## src/rtl/mul_pkg.sv

```systemverilog
// Shared types for the multiplier writeback stage: op encoding, FIFO entry, default depth.
package mul_pkg;

    typedef enum logic [1:0] {
        OP_MUL  = 2'b00,
        OP_MULH = 2'b01,
        OP_MAC  = 2'b10,
        OP_ACCH = 2'b11
    } mul_op_e;

    typedef struct packed {
        logic        carry;
        logic [31:0] data;
    } wb_entry_t;

    localparam int MULWB_DEPTH = 2;

endpackage

```

## src/rtl/mulwb_fifo.sv

```systemverilog
// Circular result buffer; when empty the output holds the most recently popped entry.
module mulwb_fifo
    import mul_pkg::*;
#(
    parameter int DEPTH = MULWB_DEPTH
) (
    input  logic      clk,
    input  logic      rst_n,
    input  logic      push_i,
    input  logic      pop_i,
    input  wb_entry_t wdata_i,
    output logic      full_o,
    output logic      empty_o,
    output wb_entry_t rdata_o
);

    localparam int AW = $clog2(DEPTH);
    localparam logic [AW:0] FULL_CNT = (AW+1)'(DEPTH);

    wb_entry_t         mem_q [DEPTH];
    wb_entry_t         last_q;
    logic [AW-1:0]     wr_ptr_q, rd_ptr_q;
    logic [AW:0]       cnt_q, cnt_d;

    assign full_o  = (cnt_q == FULL_CNT);
    assign empty_o = (cnt_q == '0);
    assign rdata_o = empty_o ? last_q : mem_q[rd_ptr_q];

    always_comb begin
        cnt_d = cnt_q;
        if (push_i && !pop_i)
            cnt_d = cnt_q + 1'b1;
        else if (pop_i && !push_i)
            cnt_d = cnt_q - 1'b1;
    end

    // Power-of-two depth: pointer increment wraps DEPTH-1 -> 0 naturally.
    always_ff @(posedge clk or negedge rst_n) begin
        if (!rst_n) begin
            for (int i = 0; i < DEPTH; i++) mem_q[i] <= '0;
            last_q   <= '0;
            wr_ptr_q <= '0;
            rd_ptr_q <= '0;
            cnt_q    <= '0;
        end else begin
            cnt_q <= cnt_d;
            if (push_i) begin
                mem_q[wr_ptr_q] <= wdata_i;
                wr_ptr_q        <= wr_ptr_q + 1'b1;
            end
            if (pop_i) begin
                last_q   <= mem_q[rd_ptr_q];
                rd_ptr_q <= rd_ptr_q + 1'b1;
            end
        end
    end

endmodule

```

## src/rtl/mul_writeback.sv

```systemverilog
// Multiplier result stage: op decode, optional accumulator (MULWB_ACC_EN), result FIFO.
module mul_writeback
    import mul_pkg::*;
#(
    parameter int DEPTH = MULWB_DEPTH
) (
    input  logic        clk,
    input  logic        rst_n,
    input  logic        in_valid,
    output logic        in_ready,
    input  logic [63:0] in_prod,
    input  logic [1:0]  in_op,
    output logic        out_valid,
    input  logic        out_ready,
    output logic [31:0] out_data,
    output logic        out_carry
);

    logic      full, empty, push, pop;
    wb_entry_t entry, head;
    mul_op_e   op;

    assign op        = mul_op_e'(in_op);
    assign in_ready  = !full;
    assign out_valid = !empty;
    assign push      = in_valid && in_ready;
    assign pop       = out_valid && out_ready;
    assign out_data  = head.data;
    assign out_carry = head.carry;

`ifdef MULWB_ACC_EN
    logic [63:0] acc_q, acc_d;
    logic [64:0] sum;

    assign sum = {1'b0, acc_q} + {1'b0, in_prod};

    always_comb begin
        entry = '0;
        acc_d = acc_q;
        unique case (op)
            OP_MUL:  entry.data = in_prod[31:0];
            OP_MULH: entry.data = in_prod[63:32];
            OP_MAC: begin
                entry.carry = sum[64];
                entry.data  = sum[31:0];
                acc_d       = sum[63:0];
            end
            OP_ACCH: begin
                entry.data = acc_q[63:32];
                acc_d      = '0;
            end
            default: ;
        endcase
    end

    // Accumulator only moves on an accepted push; a stalled MAC leaves it intact.
    always_ff @(posedge clk or negedge rst_n) begin
        if (!rst_n)
            acc_q <= '0;
        else if (push)
            acc_q <= acc_d;
    end
`else
    // Without the accumulator MAC folds to MUL and ACCH to MULH.
    always_comb begin
        entry      = '0;
        entry.data = in_op[0] ? in_prod[63:32] : in_prod[31:0];
    end
`endif

    mulwb_fifo #(.DEPTH(DEPTH)) u_fifo (
        .clk     (clk),
        .rst_n   (rst_n),
        .push_i  (push),
        .pop_i   (pop),
        .wdata_i (entry),
        .full_o  (full),
        .empty_o (empty),
        .rdata_o (head)
    );

endmodule

```

## config.mk

```make
export PLATFORM = sky130hd
export DESIGN_NAME = mul_writeback
export DESIGN_NICKNAME = d
export VERILOG_FILES = /design/src/rtl/mul_pkg.sv /design/src/rtl/mulwb_fifo.sv /design/src/rtl/mul_writeback.sv
export SDC_FILE = /design/constraint.sdc
export NUM_CORES = 1
export LEC_CHECK = 0
export CORE_ASPECT_RATIO = 0.7
export CORE_MARGIN = 2
export CORE_UTILIZATION = 50
export CTS_BUF_LIST = sky130_fd_sc_hd__clkbuf_16
export DETAILED_ROUTE_END_ITERATION = 8
export DONT_BUFFER_PORTS = 1
export GPL_TIMING_DRIVEN = 1
export PLACE_DENSITY_LB_ADDON = 0.12
export SYNTH_ARGS = -nofsm -noshare
export SYNTH_HDL_FRONTEND = slang
export SYNTH_SLANG_ARGS = --single-unit
```

## constraint.sdc

```tcl
create_clock -name clk -period 2.66 [get_ports clk]
set_clock_uncertainty 0.2 [all_clocks]
set_input_delay 0.133 -clock clk [delete_from_list [all_inputs] [get_ports clk]]
set_output_delay 0.133 -clock clk [all_outputs]
set_load 0.1 [all_outputs]
```

# After elaboration in Yosys (flattened, before gate mapping)
# Index checks and enable logic that the tools add are counted.
# totals
register_bits	103
inputBits	70
out_inout_bits	35
wordCells	40
# classes
addsub	4
magnitude_cmp	3
n_eq_ne	1
mux	10
bitwise_logic	2
n_reduce_logical	11
# op_table
cell	n
2-to-1 mux 33 bit	5
bitwise mux 66 bit	1
demux 33 bit (select 1 bit)	1
2-to-1 mux 32 bit	1
logical AND 1 bit	5
greater-or-equal comparator 2 bit, second input constant	2
logical NOT 1 bit	4
2-to-1 mux 2 bit	2
NOT 1 -> 2 bit	2
adder 1 bit, second input constant	2
adder 2 x 1 -> 2 bit, second input constant	1
== test 2 bit, second input constant	1
logical NOT 2 bit	1
< comparator 2 x 1 -> 1 bit, second input constant	1
nonzero test 2 bit	1
subtractor 2 x 1 -> 2 bit, second input constant	1

# Logic depth before layout (Yosys ltp)
# Gate-level depths: netlist of the first run.
# depth
word_depth	7
mapped_depth	7
depth_no_buf	6

# By module
# From an unflattened synthesis of the first run, not the netlist that was laid out.
# hier_totals
cells_unflattened	415
area_unflattened_um2	5116.2
# modules_own_cells
module	n_inst	cells_each	area_per_inst_um2	seq_area_each_um2
mulwb_fifo	1	374	4548.1	2577.5
mul_writeback	1	41	568.0	0.0

# Worst setup path after synthesis of the first run
# OpenSTA, ideal clock, no wires.
# synth_timing
path_type	flip-flop to output port
from	register u_fifo.cnt_q[1]
to	output out_data[0]
arrival_ps	2746
required_ps	2327
setup_slack_ps	-419
stages_incl_launch_ff	5
n_path_buf	2
cell_sequence	dfrtp_1 -> or2_2 -> buf_2 -> buf_2 -> a21oi_1
# synth_between
elab_chain_cells	2
# synth_lines
element	line_no	source
start: declaration	mulwb_fifo.sv:23	logic [AW:0] cnt_q, cnt_d;
start signal: assignment	mulwb_fifo.sv:46	cnt_q <= cnt_d;
logical NOT 2 bit	mulwb_fifo.sv:26	assign empty_o = (cnt_q == '0);
2-to-1 mux 33 bit	mulwb_fifo.sv:27	assign rdata_o = empty_o ? last_q : mem_q[rd_ptr_q];
end: declaration	mul_writeback.sv:15	output logic [31:0] out_data,
# No other way between the ends.

# Worst setup path in the final report of the first run
# layout_timing
from	register u_fifo.cnt_q[0]
to	output out_data[5]
# The elaborated chain is that of the path after synthesis.

==> results of run 1 <==
## layer usage
layer  track usage (%)  part of all wire (%)  vias to the layer above  wire length (um)
li1                  -                     -                     1566                 -
met4             4.290                  0.79                        0                82
met2             33.88                    49                       75              5043
met5                 0                     0                        -                 0
met3             6.720                   4.6                       11               474
met1             24.05                    46                     1589              4725
## registers in the layout (all words and copies together) (netlist names)
name	count
u_fifo.cnt_q	2
u_fifo.mem_q	64
u_fifo.wr_ptr_q	1
u_fifo.rd_ptr_q	1
u_fifo.last_q	32
## layout make-up
| class | count | area share (%) |
|---|---|---|
| Multi-Input combinational cell | 271 | 38.23 |
| Sequential cell | 100 | 39.15 |
| Clock buffer | 9 | 3.522 |
| Tap cell | 128 | 2.504 |
| Timing Repair Buffer | 109 | 15.77 |
| Clock inverter | 7 | 0.8218 |
## cell families (layout without fill, tap and decap cells)
| kind of cell | after synthesis | count (layout) | share of synthesized area (%) |
|---|---|---|---|
| other cells | 1 | 1 | 0.07409 |
| simple gates | 70 | 71 | 5.760 |
| flops | 100 | 100 | 49.44 |
| buf+inv | 31 | 125 | 5.043 |
| xor+xnor | 5 | 5 | 0.8654 |
| fa+ha+maj | 1 | 1 | 0.2472 |
| mux | 128 | 128 | 32.14 |
| compound gates | 65 | 65 | 6.428 |
## path summary, 6_finish.rpt
| check | end | slack, ps | cells after the start |
|---|---|---|---|
| min | u_fifo.last_q[29] | -720 | 0 |
| min in group clk | u_fifo.mem_q[25] | 100 | 2 |
| max in group asynchronous | u_fifo.mem_q[45] | 2840 | 0 |
| max reg2reg | u_fifo.mem_q[14] | 680 | 4 |
| min reg2reg | u_fifo.last_q[17] | 280 | 2 |
| max | out_data[5] | 290 | 3 |
## layout by cell type, fill, tap and decap left out, drive strengths merged
master and n:
nor2 33, and3 1, xor2 3, inv 4
and2 1, buf 43, nand2 32, clkinv 2
o21ai 33, xnor2 2, clkbuf 9, ha 1
a21oi 32, dlygate4sd3 66, nand2b 1, mux2i 32
conb 1, mux2 96, and3b 1, or2 2
dfrtp 100, bufinv 1
## Yosys cell counts (all sizes together)
library cell	count
ha	1
nor2	33
and3	1
conb	1
dfrtp	100
o21ai	33
nand2b	1
and3b	1
clkbuf	4
xnor2	2
mux2	96
xor2	3
buf	27
nand2	32
and2	1
a21oi	32
mux2i	32
or2	1
## stage by stage
stage	utilization [%]	cells	hold WS [ps]	worst slack, ps
floorplan	-	401	-362.6	-419.2
global placement	55.85	541	-359.5	516.8
detailed placement	55.85	541	-359.8	480.6
CTS	65.46	623	-732.5	105.8
global route	65.53	624	-742.5	192.0
finish	65.53	624	-717.4	285.9
## worst reg2reg max path: stages, from the launching register on
cell and delay [ps]:
sky130_fd_sc_hd__dfrtp_1 490, sky130_fd_sc_hd__nand2b_4 200, sky130_fd_sc_hd__and3_4 430, sky130_fd_sc_hd__buf_4 240, sky130_fd_sc_hd__mux2_4 310
==> reports/results.md, run 1 <==
| Group | Quantity | This run |
| --- | --- | --- |
| global routing | First-pass GRT wire length | 16.70 mm |
| yosys | Top cell type's share of synthesized area | 49.44% |
| timing | Setup repair after global routing missed its margin | false |
| yosys | Post-Synthesis Net Count | 472 |
| cts | CTS sink count | 100 |
| critical path | Category of cells accounting for the largest share of critical-path delay | simple AND/OR/NAND/NOR gates |
| cells and area | Sequential cell area | 2504 sq um |
| critical path | Launch point of the critical path | u_fifo.cnt_q[0] |
| yosys | Gate Count Post-Synth | 401 |
| timing | Final Setup Violations | 0 |
| min path | Path class of the lowest-slack min-delay path | in -> async |
| timing | Slew margin rel. | 44.77% |
| cts | Clock tree from TritonCTS | built |
| critical path | Maximum net fanout on the critical path | 23 |
| floorplanning | Width of the chip | 124.3 um |
| global routing | Total GRT Usage | 19.51% |
| critical path | Path type of the worst setup path | reg -> out |
| yosys | Sequential element share of the synthesized area | 49.44% |
| timing | Min cycle time layout | 2374 ps |
| timing | Slew at the pin closest to its max-slew limit | 828.4 ps |
| cells and area | Post-layout nets | 562 |
| cells and area | Multi-input combinational cell area | 2445 sq um |
| cells and area | Area growth, synth to finish | 26.35% |
| drt | Antenna viol nets, final | 0 |
| critical path | Critical path, cell by cell | or2_2 -> a21oi_2 -> buf_4 |
| drt | First-pass detailed-route iteration total | 4 |
| placement | Cell area after placement | 5450 sq um |
| cts | Clk Latency, worst-skew pair | 340 ps |
| drt | Routed len/inst | 16.55 um |
| cts | Setup Buffers After CTS | 0 |
| drt | Initial drt markers | 125 |
| placement | Final weighted congestion in routability-driven placement | 0.7261 |
| cts | Maximum root-to-sink buffer count | 2 |
| cts | Post-CTS Resized | 0 |
| critical path | Startpoint of the lowest-slack register-to-register path | u_fifo.cnt_q[0] |
| floorplanning | Die Footprint | 10,960 sq um |
| timing | Highest achievable clock rate | 0.4212 GHz |
| timing | Tcrit/Tclk final | 89.25% |
| cts | Clock Root Buffer | sky130_fd_sc_hd__clkbuf_16 |
| placement | Detail Placement HPWL | 6.158 mm |
| drt | Vias per cell | 5.194 |
| critical path | Sum of buffers and inverters on the critical path | 1 |
| yosys | Dominant cells by area after synthesis | sky130_fd_sc_hd__dfrtp_1, sky130_fd_sc_hd__mux2_4, sky130_fd_sc_hd__mux2_2 |
| timing | Final-report max-slew violation count | 0 |
| floorplanning | Initial core utilization | 51.86% |
| cells and area | Fraction of layout instances using a drive strength above 1 | 37.70% |
| floorplanning | Overall die height | 88.18 um |
| cts | Clk slew on worst S/H paths | 60 ps |
| timing | Total count of hold-check failures in the final report | 100 |
| floorplanning | Standard-cell rows | 30 |
| drt | Total routed wirelength | 10.33 mm |
| critical path | Sort of element at the end of the critical path | output port |
| timing | Smallest hold slack | -717.4 ps |
| critical path | Required time of the worst setup path | 2330 ps |
| yosys | Yosys warns | 0 |
| cts | Number of buffers added by the clock tree synthesis step | 9 |
| floorplanning | Placeable core region | 9759 sq um |
| global routing | Maximum number of pins on one net before global-route repair | 101 |
| timing | Total Neg Setup Slack | 0 ps |
| drt | Total via count after detailed routing | 3,241 |
| status | Result of the run | finished with violations |
| cells and area | Post-route cell area | 6395 sq um |
| critical path | Startpoint type of the worst setup path | register |
| cts | Post-cts hold buffer count | 66 |
| critical path | Highest-delay cell along the critical path | sky130_fd_sc_hd__or2_2 |
| placement | Number of buffers added on ports | 0 |
| status | Failing checks | negative hold slack |
| global routing | Number of antenna violations at the first check in global routing | 0 |
| yosys | Synthesized flop and latch total | 100 |
| cells and area | Diode count | 0 |
| flow run | Max-cap violations | 0 |
| yosys | Library cells used by synthesis | 23 |
| yosys | Synthesized area divided by synthesized cell count | 12.62 sq um |
| global routing | Number of global-route vias before repair | 3,390 |
| critical path | Slowest Stage Delay on Critical Path | 650 ps |
| yosys | Netlist Area Pre-Place | 5061 sq um |
| critical path | Data arrival, critical path | 2040 ps |
| global routing | Gr ovfl total | 0 |
| cells and area | Layout filler cell count | 750 |
| floorplanning | # IOs | 105 |
| yosys | Cell type with the largest total area after synthesis | sky130_fd_sc_hd__dfrtp_1 |
| drt | Remaining routing DRC violations | 0 |
| cts | H-tree depth | 3 |
Power of run 1 is left out: the tool's default activity adds up to more than one toggle a clock period on the data nets, which glitch-free logic cannot reach.
==> run 2, diff against run 1 <==
--- a/config.mk
+++ b/config.mk
@@ -5,9 +5,11 @@
 export SDC_FILE = /design/constraint.sdc
 export NUM_CORES = 1
 export LEC_CHECK = 0
+export CELL_PAD_IN_SITES_DETAIL_PLACEMENT = 0
+export CELL_PAD_IN_SITES_GLOBAL_PLACEMENT = 2
 export CORE_ASPECT_RATIO = 0.7
 export CORE_MARGIN = 2
-export CORE_UTILIZATION = 50
+export CORE_UTILIZATION = 42
 export CTS_BUF_LIST = sky130_fd_sc_hd__clkbuf_16
 export DETAILED_ROUTE_END_ITERATION = 8
 export DONT_BUFFER_PORTS = 1
==> run 2 against run 1 <==
Compared with the run above:
- the flow still finishes with violations (negative hold slack)
- worst setup slack got worse by 40 ps
- wire length down 0.85%
- sequential share of layout area decreased by 0.40 points
- hold slack better by 6.0 ps
- critical path depth increased by 2
- register-to-register slack got worse by 160 ps
- final cell count increased by 4.3%
- maximum frequency is 1.7% lower
- die area rose by 18%
- cell area grew 1.0%
- non-clock buffer count up 1
- count of clock-buffer cells in the layout stayed put
==> reports/results.md, run 2 (synthesized netlist as in run 1, its figures left out) <==
| Group | Quantity | This run | Delta |
| --- | --- | --- | --- |
| timing | Total count of hold-check failures in the final report | 100 | unchanged |
| cts | CTS sink count | 100 | unchanged |
| floorplanning | Standard-cell rows | 33 | was 30 |
| cts | Clock tree from TritonCTS | built | unchanged |
| flow run | Max-cap violations | 0 | unchanged |
| critical path | Path type of the worst setup path | reg -> out | unchanged |
| timing | Highest achievable clock rate | 0.4142 GHz | was 0.4212 GHz |
| placement | Final weighted congestion in routability-driven placement | 0.7135 | was 0.7261 |
| cells and area | Post-route cell area | 6461 sq um | was 6395 sq um |
| cts | Number of buffers added by the clock tree synthesis step | 9 | unchanged |
| timing | Worst setup margin | 245.8 ps | was 285.9 ps |
| cells and area | Registers with the most flip-flops | u_fifo.mem_q (64), u_fifo.last_q (32), u_fifo.cnt_q (2) | unchanged |
| drt | Total routed wirelength | 10.24 mm | was 10.33 mm |
| cells and area | Fraction of layout instances using a drive strength above 1 | 38.46% | was 37.70% |
| global routing | First-pass GRT wire length | 16.73 mm | was 16.70 mm |
| status | Result of the run | finished with violations | unchanged |
| timing | Final-report max-slew violation count | 0 | unchanged |
| cts | Post-CTS Resized | 0 | unchanged |
| cts | H-tree depth | 3 | unchanged |
| cells and area | Commonest cells after routing, fill and taps aside | sky130_fd_sc_hd__dfrtp_1, sky130_fd_sc_hd__dlygate4sd3_1, sky130_fd_sc_hd__mux2_4, sky130_fd_sc_hd__buf_4, sky130_fd_sc_hd__mux2_2 | unchanged |
| critical path | Sort of element at the end of the critical path | output port | unchanged |
| floorplanning | Placeable core region | 11,730 sq um | was 9759 sq um |
| critical path | Maximum net fanout on the critical path | 34 | was 23 |
| timing | Smallest hold slack | -711.4 ps | was -717.4 ps |
| cells and area | Max reg flops | 64 | unchanged |
| drt | Routed len/inst | 15.73 um | was 16.55 um |
| cells and area | Diode count | 0 | unchanged |
| drt | Total via count after detailed routing | 3,104 | was 3,241 |
| drt | First-pass detailed-route iteration total | 4 | unchanged |
| timing | Final Setup Violations | 0 | unchanged |
| cells and area | Most common cell after layout, fill and taps aside | sky130_fd_sc_hd__dfrtp_1 | unchanged |
| critical path | Worst reg-to-reg path cell count | 4 | unchanged |
| critical path | Data arrival, critical path | 2080 ps | was 2040 ps |
| global routing | Number of global-route vias before repair | 3,241 | was 3,390 |
| critical path | Startpoint type of the worst setup path | register | unchanged |
| timing | Setup repair after global routing missed its margin | false | unchanged |
| floorplanning | Width of the chip | 135.2 um | was 124.3 um |
| cells and area | Top reg by flops | u_fifo.mem_q | unchanged |
| global routing | Maximum number of pins on one net before global-route repair | 101 | unchanged |
| timing | Slew margin rel. | 64.60% | was 44.77% |
| cts | Clk slew on worst S/H paths | 70 ps | was 60 ps |
| drt | Remaining routing DRC violations | 0 | unchanged |
| placement | Cell area after placement | 5519 sq um | was 5450 sq um |
| timing | Tcrit/Tclk final | 90.76% | was 89.25% |
| global routing | Number of antenna violations at the first check in global routing | 0 | unchanged |
| floorplanning | Initial core utilization | 43.16% | was 51.86% |
| global routing | Gr ovfl total | 0 | unchanged |
| placement | Worst slack, placed | 492.0 ps | was 480.6 ps |
| cells and area | Post-layout nets | 562 | unchanged |
| timing | Slew at the pin closest to its max-slew limit | 529.0 ps | was 828.4 ps |
| drt | Antenna viol nets, final | 0 | unchanged |
| cts | Maximum root-to-sink buffer count | 2 | unchanged |
| min path | Path class of the lowest-slack min-delay path | in -> async | unchanged |
| cts | Setup Buffers After CTS | 0 | unchanged |
| cts | Post-cts hold buffer count | 66 | unchanged |
| critical path | Required time of the worst setup path | 2330 ps | about the same |
| cts | Clk Latency, worst-skew pair | 330 ps | was 340 ps |
| status | Failing checks | negative hold slack | unchanged |
| drt | Initial drt markers | 137 | was 125 |
| global routing | Total GRT Usage | 16.93% | was 19.51% |
| timing | Total Neg Setup Slack | 0 ps | unchanged |
| floorplanning | Overall die height | 95.85 um | was 88.18 um |
| floorplanning | # IOs | 105 | unchanged |
| cells and area | Area growth, synth to finish | 27.66% | was 26.35% |
| timing | Min cycle time layout | 2414 ps | was 2374 ps |
| floorplanning | Die Footprint | 12,960 sq um | was 10,960 sq um |
| placement | Detail Placement HPWL | 6.342 mm | was 6.158 mm |
| drt | Vias per cell | 4.768 | was 5.194 |
| placement | Number of buffers added on ports | 0 | unchanged |
| cts | Clock Root Buffer | sky130_fd_sc_hd__clkbuf_16 | unchanged |
[run 2: final timing paths]
kind	startpoint	end	slack (ps)
max	u_fifo.cnt_q[1]	out_data[13]	250
min	rst_n	u_fifo.last_q[30]	-710
max reg2reg	u_fifo.cnt_q[0]	u_fifo.mem_q[21]	520
min reg2reg	u_fifo.last_q[1]	u_fifo.last_q[1]	280
max in group asynchronous	rst_n	u_fifo.wr_ptr_q	2840
min in group clk	in_valid	u_fifo.mem_q[19]	60
[run 2: stage by stage]
step | hold WS (ps) | instances | util, %
6_report | -711.4 | 651 | 55.10
5_1_grt | -736.8 | 651 | 55.10
4_1_cts | -725.3 | 651 | 55.10
3_5_place_dp | -358.1 | 571 | 47.07
3_3_place_gp | -359.2 | 571 | 47.07
2_1_floorplan | -362.6 | 401 | -
[run 2: worst max-delay path, stage by stage, from the launching register on]
cell and delay, ps:
sky130_fd_sc_hd__dfrtp_1 480, sky130_fd_sc_hd__or2_4 520, sky130_fd_sc_hd__buf_4 270, sky130_fd_sc_hd__nor2_1 60
sky130_fd_sc_hd__a21oi_2 110, sky130_fd_sc_hd__buf_4 300
[run 2: layer usage]
layer  track usage [%]  up-vias  wire (um)
met2             26.57       65       4658
met1             23.60     1467       5042
met5                 0        -          0
li1                  -     1563          -
met3             4.476        9        441
met4             4.167        0         94
[run 2: layout make-up]
| class | instances | area (sq um) |
|---|---|---|
| clock buffers | 9 | 225.2 |
| clock inverters | 5 | 56.30 |
| fillers | 1017 | 5265 |
| multi-input cells | 270 | 2439 |
| flip-flops and latches | 100 | 2504 |
| well taps | 157 | 196.4 |
| repair buffers | 110 | 1041 |
Power of run 2 is left out for the same reason.
